--- src/rtl/dma_dsc_cache_rd_ctrl_pkg.sv ---
// Shared descriptor-cache constants and the descriptor entry type used by the
// cache write controller, this read controller and the descriptor decoder.
package dma_dsc_pkg;

    localparam int DSC_WIDTH      = 128;
    localparam int DSC_ADDR_WIDTH = 7;
    localparam int DSC_RD_LATENCY = 2;
    localparam int DSC_FIFO_DEPTH = 4;

    typedef struct packed {
        logic [DSC_WIDTH-1:0]      data;
        logic [DSC_ADDR_WIDTH-1:0] idx;
        logic                      err;
    } dsc_entry_t;

endpackage

--- src/rtl/dma_dsc_cache_rd_ctrl_if.sv ---
// Bundle of the scheduler request, cache read port and decode-stage handshake.
// The slave modport is the read controller's view; master is the environment's.
interface dma_dsc_cache_rd_ctrl_if
    import dma_dsc_pkg::*;
#(
    parameter int WIDTH      = DSC_WIDTH,
    parameter int ADDR_WIDTH = DSC_ADDR_WIDTH
);

    logic                  req_valid;
    logic                  req_ready;
    logic [ADDR_WIDTH-1:0] req_idx;
    logic                  flush;
    logic                  ram_ren;
    logic [ADDR_WIDTH-1:0] ram_raddr;
    logic [WIDTH-1:0]      ram_rdata;
    logic                  ram_db_det;
    logic                  dsc_valid;
    logic                  dsc_ready;
    logic [WIDTH-1:0]      dsc_data;
    logic [ADDR_WIDTH-1:0] dsc_idx;
    logic                  dsc_err;

    modport slave (
        input  req_valid, req_idx, flush, ram_rdata, ram_db_det, dsc_ready,
        output req_ready, ram_ren, ram_raddr, dsc_valid, dsc_data, dsc_idx, dsc_err
    );

    modport master (
        output req_valid, req_idx, flush, ram_rdata, ram_db_det, dsc_ready,
        input  req_ready, ram_ren, ram_raddr, dsc_valid, dsc_data, dsc_idx, dsc_err
    );

endinterface

--- src/rtl/dma_dsc_cache_rd_ctrl_chk.sv ---
// Occupancy invariants of the descriptor read controller.
module dma_dsc_cache_rd_ctrl_chk #(
    parameter int FIFO_DEPTH = 4,
    parameter int RD_LATENCY = 2,
    parameter int CW         = 3,
    parameter int IW         = 2
) (
    input logic          clk,
    input logic          rst_n,
    input logic [CW-1:0] fifo_count,
    input logic [IW-1:0] inflight_count
);

    a_fifo_no_overflow: assert property (@(posedge clk) disable iff (!rst_n)
        32'(fifo_count) <= FIFO_DEPTH);

    a_inflight_bound: assert property (@(posedge clk) disable iff (!rst_n)
        32'(inflight_count) <= RD_LATENCY);

    a_credit_bound: assert property (@(posedge clk) disable iff (!rst_n)
        (32'(fifo_count) + 32'(inflight_count)) <= FIFO_DEPTH);

endmodule

--- src/rtl/dma_dsc_cache_rd_ctrl_out_fifo.sv ---
// Synchronous output FIFO of descriptor entries with clear and occupancy count.
// The head is read straight out of flop storage so it never glitches under stall.
module dma_dsc_out_fifo
    import dma_dsc_pkg::*;
#(
    parameter int  DEPTH = DSC_FIFO_DEPTH,
    parameter type T     = dsc_entry_t,
    localparam int CW    = $clog2(DEPTH + 1),
    localparam int PW    = $clog2(DEPTH)
) (
    input  logic          clk,
    input  logic          rst_n,
    input  logic          clear,
    input  logic          push,
    input  T              din,
    input  logic          pop,
    output T              dout,
    output logic          valid,
    output logic [CW-1:0] count
);

    T              mem_q [DEPTH];
    T              mem_d [DEPTH];
    logic [PW-1:0] wr_q, wr_d;
    logic [PW-1:0] rd_q, rd_d;
    logic [CW-1:0] cnt_q, cnt_d;
    logic          do_pop_s;

    // Pointer, count and storage update; clear overrides push and pop.
    always_comb begin
        mem_d    = mem_q;
        wr_d     = wr_q;
        rd_d     = rd_q;
        cnt_d    = cnt_q;
        do_pop_s = pop && (cnt_q != '0);
        if (clear) begin
            wr_d  = '0;
            rd_d  = '0;
            cnt_d = '0;
        end else begin
            if (push) begin
                mem_d[wr_q] = din;
                wr_d        = wr_q + PW'(1);
            end else begin
                wr_d = wr_q;
            end
            if (do_pop_s) begin
                rd_d = rd_q + PW'(1);
            end else begin
                rd_d = rd_q;
            end
            case ({push, do_pop_s})
                2'b10:   cnt_d = cnt_q + CW'(1);
                2'b01:   cnt_d = cnt_q - CW'(1);
                default: cnt_d = cnt_q;
            endcase
        end
    end

    // FIFO state registers.
    always_ff @(posedge clk or negedge rst_n) begin
        if (!rst_n) begin
            for (int i = 0; i < DEPTH; i++) begin
                mem_q[i] <= '0;
            end
            wr_q  <= '0;
            rd_q  <= '0;
            cnt_q <= '0;
        end else begin
            mem_q <= mem_d;
            wr_q  <= wr_d;
            rd_q  <= rd_d;
            cnt_q <= cnt_d;
        end
    end

    assign dout  = mem_q[rd_q];
    assign valid = (cnt_q != '0);
    assign count = cnt_q;

endmodule

--- src/rtl/dma_dsc_cache_rd_ctrl.sv ---
// Read-side controller for the DMA descriptor cache: issues index reads to the RAM,
// tracks them through the read latency and queues the returns for the decode stage.
module dma_dsc_cache_rd_ctrl
    import dma_dsc_pkg::*;
#(
    parameter int WIDTH      = DSC_WIDTH,
    parameter int ADDR_WIDTH = DSC_ADDR_WIDTH,
    parameter int RD_LATENCY = DSC_RD_LATENCY,
    parameter int FIFO_DEPTH = DSC_FIFO_DEPTH
) (
    input logic                    clk,
    input logic                    rst_n,
    dma_dsc_cache_rd_ctrl_if.slave bus
);

    localparam int CW = $clog2(FIFO_DEPTH + 1);
    localparam int IW = $clog2(RD_LATENCY + 1);

    typedef struct packed {
        logic [WIDTH-1:0]      data;
        logic [ADDR_WIDTH-1:0] idx;
        logic                  err;
    } entry_t;

    logic                  live_q, live_d;
    logic [RD_LATENCY-1:0] vld_q, vld_d;
    logic [ADDR_WIDTH-1:0] idx_q [RD_LATENCY];
    logic [ADDR_WIDTH-1:0] idx_d [RD_LATENCY];
    logic                  issue_s;
    logic                  req_ready_s;
    logic                  push_s;
    logic                  pop_s;
    logic                  fifo_valid_s;
    logic [CW-1:0]         fifo_count_s;
    logic [IW-1:0]         inflight_s;
    logic [CW:0]           occ_s;
    entry_t                push_entry_s;
    entry_t                head_s;

    // Requests stay blocked until the first edge after reset release.
    always_comb begin
        live_d = 1'b1;
    end

    // Credit check: a pop in this cycle is deliberately not counted back.
    always_comb begin
        inflight_s = '0;
        for (int i = 0; i < RD_LATENCY; i++) begin
            inflight_s = inflight_s + IW'(vld_q[i]);
        end
        occ_s       = {1'b0, fifo_count_s} + (CW+1)'(inflight_s);
        req_ready_s = live_q && !bus.flush && (occ_s < (CW+1)'(FIFO_DEPTH));
        issue_s     = bus.req_valid && req_ready_s;
    end

    // In-flight pipe mirrors the RAM latency; flush drops every outstanding read.
    always_comb begin
        vld_d = vld_q;
        idx_d = idx_q;
        if (bus.flush) begin
            vld_d = '0;
        end else begin
            vld_d[0] = issue_s;
            for (int i = 1; i < RD_LATENCY; i++) begin
                vld_d[i] = vld_q[i-1];
            end
        end
        idx_d[0] = bus.req_idx;
        for (int i = 1; i < RD_LATENCY; i++) begin
            idx_d[i] = idx_q[i-1];
        end
    end

    // Request-enable and in-flight pipe registers.
    always_ff @(posedge clk or negedge rst_n) begin
        if (!rst_n) begin
            live_q <= 1'b0;
            vld_q  <= '0;
            for (int i = 0; i < RD_LATENCY; i++) begin
                idx_q[i] <= '0;
            end
        end else begin
            live_q <= live_d;
            vld_q  <= vld_d;
            idx_q  <= idx_d;
        end
    end

    assign push_s            = vld_q[RD_LATENCY-1] && !bus.flush;
    assign pop_s             = fifo_valid_s && bus.dsc_ready;
    assign push_entry_s.data = bus.ram_rdata;
    assign push_entry_s.idx  = idx_q[RD_LATENCY-1];
    assign push_entry_s.err  = bus.ram_db_det;

    dma_dsc_out_fifo #(
        .DEPTH (FIFO_DEPTH),
        .T     (entry_t)
    ) u_out_fifo (
        .clk   (clk),
        .rst_n (rst_n),
        .clear (bus.flush),
        .push  (push_s),
        .din   (push_entry_s),
        .pop   (pop_s),
        .dout  (head_s),
        .valid (fifo_valid_s),
        .count (fifo_count_s)
    );

    dma_dsc_cache_rd_ctrl_chk #(
        .FIFO_DEPTH (FIFO_DEPTH),
        .RD_LATENCY (RD_LATENCY),
        .CW         (CW),
        .IW         (IW)
    ) u_chk (
        .clk            (clk),
        .rst_n          (rst_n),
        .fifo_count     (fifo_count_s),
        .inflight_count (inflight_s)
    );

    // The RAM registers its own address, so the read port is driven straight through.
    assign bus.req_ready = req_ready_s;
    assign bus.ram_ren   = issue_s;
    assign bus.ram_raddr = live_q ? bus.req_idx : '0;
    assign bus.dsc_valid = fifo_valid_s;
    assign bus.dsc_data  = head_s.data;
    assign bus.dsc_idx   = head_s.idx;
    assign bus.dsc_err   = head_s.err;

endmodule

--- src/flat_wrapper.sv ---
// flat-port wrapper written by rule: the top's interface ports become plain ports
module dma_dsc_cache_rd_ctrl_flat import dma_dsc_pkg::*;
#(
    parameter int WIDTH      = DSC_WIDTH,
    parameter int ADDR_WIDTH = DSC_ADDR_WIDTH,
    parameter int RD_LATENCY = DSC_RD_LATENCY,
    parameter int FIFO_DEPTH = DSC_FIFO_DEPTH
)
  (clk, rst_n, bus_req_valid, bus_req_idx, bus_flush, bus_ram_rdata, bus_ram_db_det, bus_dsc_ready, bus_req_ready, bus_ram_ren, bus_ram_raddr, bus_dsc_valid, bus_dsc_data, bus_dsc_idx, bus_dsc_err);
  dma_dsc_cache_rd_ctrl_if #(.WIDTH(WIDTH), .ADDR_WIDTH(ADDR_WIDTH)) bus_i ();
  input logic clk;
  input logic rst_n;
  input wire logic [$bits(bus_i.req_valid)-1:0] bus_req_valid;
  input wire logic [$bits(bus_i.req_idx)-1:0] bus_req_idx;
  input wire logic [$bits(bus_i.flush)-1:0] bus_flush;
  input wire logic [$bits(bus_i.ram_rdata)-1:0] bus_ram_rdata;
  input wire logic [$bits(bus_i.ram_db_det)-1:0] bus_ram_db_det;
  input wire logic [$bits(bus_i.dsc_ready)-1:0] bus_dsc_ready;
  output wire logic [$bits(bus_i.req_ready)-1:0] bus_req_ready;
  output wire logic [$bits(bus_i.ram_ren)-1:0] bus_ram_ren;
  output wire logic [$bits(bus_i.ram_raddr)-1:0] bus_ram_raddr;
  output wire logic [$bits(bus_i.dsc_valid)-1:0] bus_dsc_valid;
  output wire logic [$bits(bus_i.dsc_data)-1:0] bus_dsc_data;
  output wire logic [$bits(bus_i.dsc_idx)-1:0] bus_dsc_idx;
  output wire logic [$bits(bus_i.dsc_err)-1:0] bus_dsc_err;
  assign bus_i.req_valid = bus_req_valid;
  assign bus_i.req_idx = bus_req_idx;
  assign bus_i.flush = bus_flush;
  assign bus_i.ram_rdata = bus_ram_rdata;
  assign bus_i.ram_db_det = bus_ram_db_det;
  assign bus_i.dsc_ready = bus_dsc_ready;
  assign bus_req_ready = bus_i.req_ready;
  assign bus_ram_ren = bus_i.ram_ren;
  assign bus_ram_raddr = bus_i.ram_raddr;
  assign bus_dsc_valid = bus_i.dsc_valid;
  assign bus_dsc_data = bus_i.dsc_data;
  assign bus_dsc_idx = bus_i.dsc_idx;
  assign bus_dsc_err = bus_i.dsc_err;
  dma_dsc_cache_rd_ctrl #(.WIDTH(WIDTH), .ADDR_WIDTH(ADDR_WIDTH), .RD_LATENCY(RD_LATENCY), .FIFO_DEPTH(FIFO_DEPTH)) u_core (.clk(clk), .rst_n(rst_n), .bus(bus_i));
endmodule
--- config.mk ---
export PLATFORM = sky130hd
export DESIGN_NAME = dma_dsc_cache_rd_ctrl_flat
export DESIGN_NICKNAME = d
export VERILOG_FILES = /design/src/rtl/dma_dsc_cache_rd_ctrl_pkg.sv /design/src/rtl/dma_dsc_cache_rd_ctrl_if.sv /design/src/rtl/dma_dsc_cache_rd_ctrl_chk.sv /design/src/rtl/dma_dsc_cache_rd_ctrl_out_fifo.sv /design/src/rtl/dma_dsc_cache_rd_ctrl.sv /design/src/flat_wrapper.sv
export SDC_FILE = /design/constraint.sdc
export NUM_CORES = 1
export LEC_CHECK = 0
export CORE_ASPECT_RATIO = 1.2
export CORE_MARGIN = 2
export CORE_UTILIZATION = 40
export DETAILED_ROUTE_END_ITERATION = 10
export DONT_BUFFER_PORTS = 1
export GPL_ROUTABILITY_DRIVEN = 0
export MAX_ROUTING_LAYER = met4
export PLACE_DENSITY = 0.58
export RECOVER_POWER = 50
export SYNTH_ARGS = -nofsm -noshare
export SYNTH_HDL_FRONTEND = slang
export SYNTH_HIERARCHICAL = 1
export SYNTH_SLANG_ARGS = --single-unit
--- constraint.sdc ---
create_clock -name clk -period 2.6 [get_ports clk]
set_input_delay 0.52 -clock clk [delete_from_list [all_inputs] [get_ports clk]]
set_output_delay 0.52 -clock clk [all_outputs]
set_load 0.01 [all_outputs]
==> key figures <==
Timing
  • RSZ-0062 raised after global routing: yes
  • PnR worst setup slack: -0.01263 ns
  • Min Tclk post-route: 2.613 ns
  • Fin Clk Skew: 0.01850 ns
  • Final hold violation count: 243
  • Worst hold slack: -0.4038 ns
  • Setup tns final: -0.05425 ns
  • Worst-Margin Slew: 2.906 ns
  • Fmax: 382.8 MHz
  • Setup violations, final: 7
  • Slew HR: -93.73%
  • Max Slew Vio Count: 350
  • Period utilization: 100.5%

Floorplan
  • Num rows: 100
  • Die X: 232.5 um
  • Starting density of the core: 40.39%
  • Io pins: 287
  • Die ar.: 64690 um^2
  • Die H: 278.2 um
  • Core area: 62060 um^2

Synth
  • #FFs+latches synth: 568
  • Mean area per synthesized cell: 17.92 um^2
  • Synth Net Count: 1546
  • Area contributors post-synth: dfrtp_1 (57%), mux2_2 (17%), mux4_2 (12%)
  • Cells after synthesis: 1399
  • Post-synthesis cell area: 25070 um^2
  • Yosys top cell area share: 56.70%
  • YS warnings: 6
  • Sequential share of the synthesized area: 56.70%
  • Distinct cells, synth: 35
  • Synth area leader: dfrtp_1

GRT
  • Largest net degree at the start of global routing: 569
  • GRT Util Overall: 17.91%
  • Grt ovf: 0
  • First-pass GRT wire length: 86580 um
  • Vias in the first global route: 13870
  • Antenna violations before repair: 1

Layout
  • Fillcell total: 5326
  • Share of cells above drive strength 1: 57.37%
  • Area grow syn2layout: 15.68%
  • Layout Cell Area excl Fill: 29000 um^2
  • Diodes inserted: 0
  • FF+latch area: 14220 um^2
  • Multi-input gate area: 10330 um^2
  • Fin nets: 1611

Setup path
  • Reg-to-Reg End: u_core/u_out_fifo/count[1]
  • Worst-path maximum fanout: 5
  • R2r setup slk: 0.15 ns
  • Critical path class: register to primary output
  • Worst setup EP type: primary output
  • Reg2reg start: u_core/u_out_fifo/count[0]
  • Critical Path RT: 2.08 ns
  • WP data arrival: 2.09 ns
  • Cell depth of the worst flop-to-flop path: 7
  • Worst Setup Start Kind: register

Clock network
  • Total CTS buffers: 59
  • CTS max path bufs: 3
  • CTS tree: built
  • Worst-skew pair later-pin latency: 0.61 ns
  • CTS Hold Bufs: 22
  • Root buffer cell: clkbuf_16
  • Clock transition at path regs: 0.06 ns
  • CTS sink cnt: 568
  • Htree depth: 2

Outcome
  • Failing checks: negative hold slack, max-slew violations, negative setup slack
  • Outcome: finished with violations

Placed design
  • Dpl cell area: 26230 um^2
  • Detailed placement HPWL: 33170 um
  • Place WS: 0.1597 ns
  • # port buffers: 0

Pwr
  • Pwr dens: 695.6 nW/um^2
  • Maximum vdd drop: 0.4522 mV
  • Leak: 0.01406 uW

Route
  • Drt total wl: 55940 um
  • Antenna viol nets, final: 0
  • Via density: 5.369
  • Post-DR wirelength/cell: 24.02 um
  • DRC Markers: 0
  • TritonRoute pass-1 iters: 4
  • Drt initial violations: 558
  • Vias: 12510

Hold path
  • Min-Delay Path Class: primary input to async pin

Job
  • Max-cap violation count: 0
==> cells in the mapped netlist <==
cell,count
or3b_2,1
and2_1,8
nor2b_1,2
nand2_1,1
nand2b_1,1
o311a_1,1
dfrtp_1,568
buf_6,21
o311ai_0,1
mux4_2,136
mux2_2,384
buf_1,3
a31oi_1,2
nor2b_2,1
and3b_1,1
ha_1,5
a21o_1,2
or3_1,1
fa_1,1
a32oi_1,1
o21ai_0,3
nor2_1,10
o31ai_1,1
and3_1,1
nand2_4,4
a2111oi_2,3
xor2_1,2
clkbuf_1,12
xnor2_1,3
mux2i_1,1
buf_2,41
buf_4,13
inv_1,3
mux2_4,160
conb_1,1
==> logic make-up (layout without fill, tap and decap cells) <==
kind of cell    Yosys count  count (layout)  synth area share [%]
compound gates           14              14                0.4891
simple gates             31              31                0.7737
fa+ha+maj                 6               6                0.3294
xor+xnor                  5               5                0.1747
mux                     681             681                 39.09
buf+inv                  93             207                 2.421
flops                   568             568                 56.70
other cells               1               1               0.01496
==> metrics by stage <==
stage | total power (uW) | instances | utilization [%]
2_1_floorplan | 10810 | 1399 | -
3_3_place_gp | 11110 | 2181 | 42.27
3_5_place_dp | 11170 | 2181 | 42.27
4_1_cts | 20460 | 2325 | 46.54
5_1_grt | 20960 | 2329 | 46.72
6_report | 20170 | 2329 | 46.72
==> flip-flops by register name (all words and copies together), names as in the netlist <==
signal and count:
u_core/live_q 1, u_core/idx_q 7, u_core/idx_d 7, u_core/u_out_fifo/rd_q 2
u_core/u_out_fifo/wr_q 2, u_core/u_out_fifo/count 3, u_core/u_out_fifo/mem_q 544, u_core/vld_q 2
==> what timing repair did <==
item	CTS	global route
endpoints found under the hold margin	601	568
resized for setup	19	8
endpoints found under the setup margin	138	99
buffers inserted	11	2
pin swaps	3	2
cloned	1	3
==> cell type report <==
type | instances | share of cell area, %
clock inverter | 31 | 1.532
tap | 816 | 3.521
inverter | 3 | 0.03883
multi-input combinational | 738 | 35.63
clock buffer | 79 | 5.804
timing repair buffer | 94 | 4.427
sequential | 568 | 49.05
==> layout by cell type, fill, tap and decap left out, drive strengths merged, types with 2 or more instances in the layout <==
| cell type | instances |
|---|---|
| xnor2 | 3 |
| and2 | 8 |
| nand2 | 5 |
| mux4 | 136 |
| o21ai | 3 |
| mux2 | 544 |
| a31oi | 2 |
| a2111oi | 3 |
| ha | 5 |
| clkinvlp | 5 |
| nor2 | 10 |
| bufinv | 10 |
| inv | 5 |
| dfrtp | 568 |
| a21o | 2 |
| buf | 68 |
| dlygate4sd3 | 22 |
| nor2b | 3 |
| clkinv | 14 |
| xor2 | 2 |
| clkbuf | 83 |
==> critical path: stages, from the launching register on <==
cell and delay, ns:
dfrtp_4 0.53, buf_12 0.16, clkbuf_16 0.17, buf_6 0.13, mux4_2 0.49
==> report_power, final <==
part           internal (uW)  switching, uW  total (uW)
Combinational            843            655        1500
Clock                   5540           3610        9150
Sequential              9300            224        9520
==> routing by layer <==
metal,global-route usage (%),wire [um],vias up
li1,-,-,5358
met1,22.32,23100,6837
met2,29.41,28510,241
met3,4.559,3319,69
met4,4.083,1013,0
met5,-,0,-
==> how the worst max path moves through the flow <==
stage                               startpoint                         end  slack [ns]  depth (start not counted)
detailed placement  u_core/u_out_fifo/count[0]  u_core/u_out_fifo/count[1]        0.16                          7
global route         u_core/u_out_fifo/rd_q[0]              bus_dsc_idx[3]       -0.08                          4
global placement    u_core/u_out_fifo/count[0]  u_core/u_out_fifo/count[1]        0.22                          7
finish               u_core/u_out_fifo/rd_q[0]            bus_dsc_data[35]       -0.01                          4
floorplan           u_core/u_out_fifo/count[1]  u_core/u_out_fifo/count[1]        0.07                          7
CTS                  u_core/u_out_fifo/rd_q[0]            bus_dsc_data[57]       -0.07                          3
No activity file was read; power rests on OpenSTA's default activity.
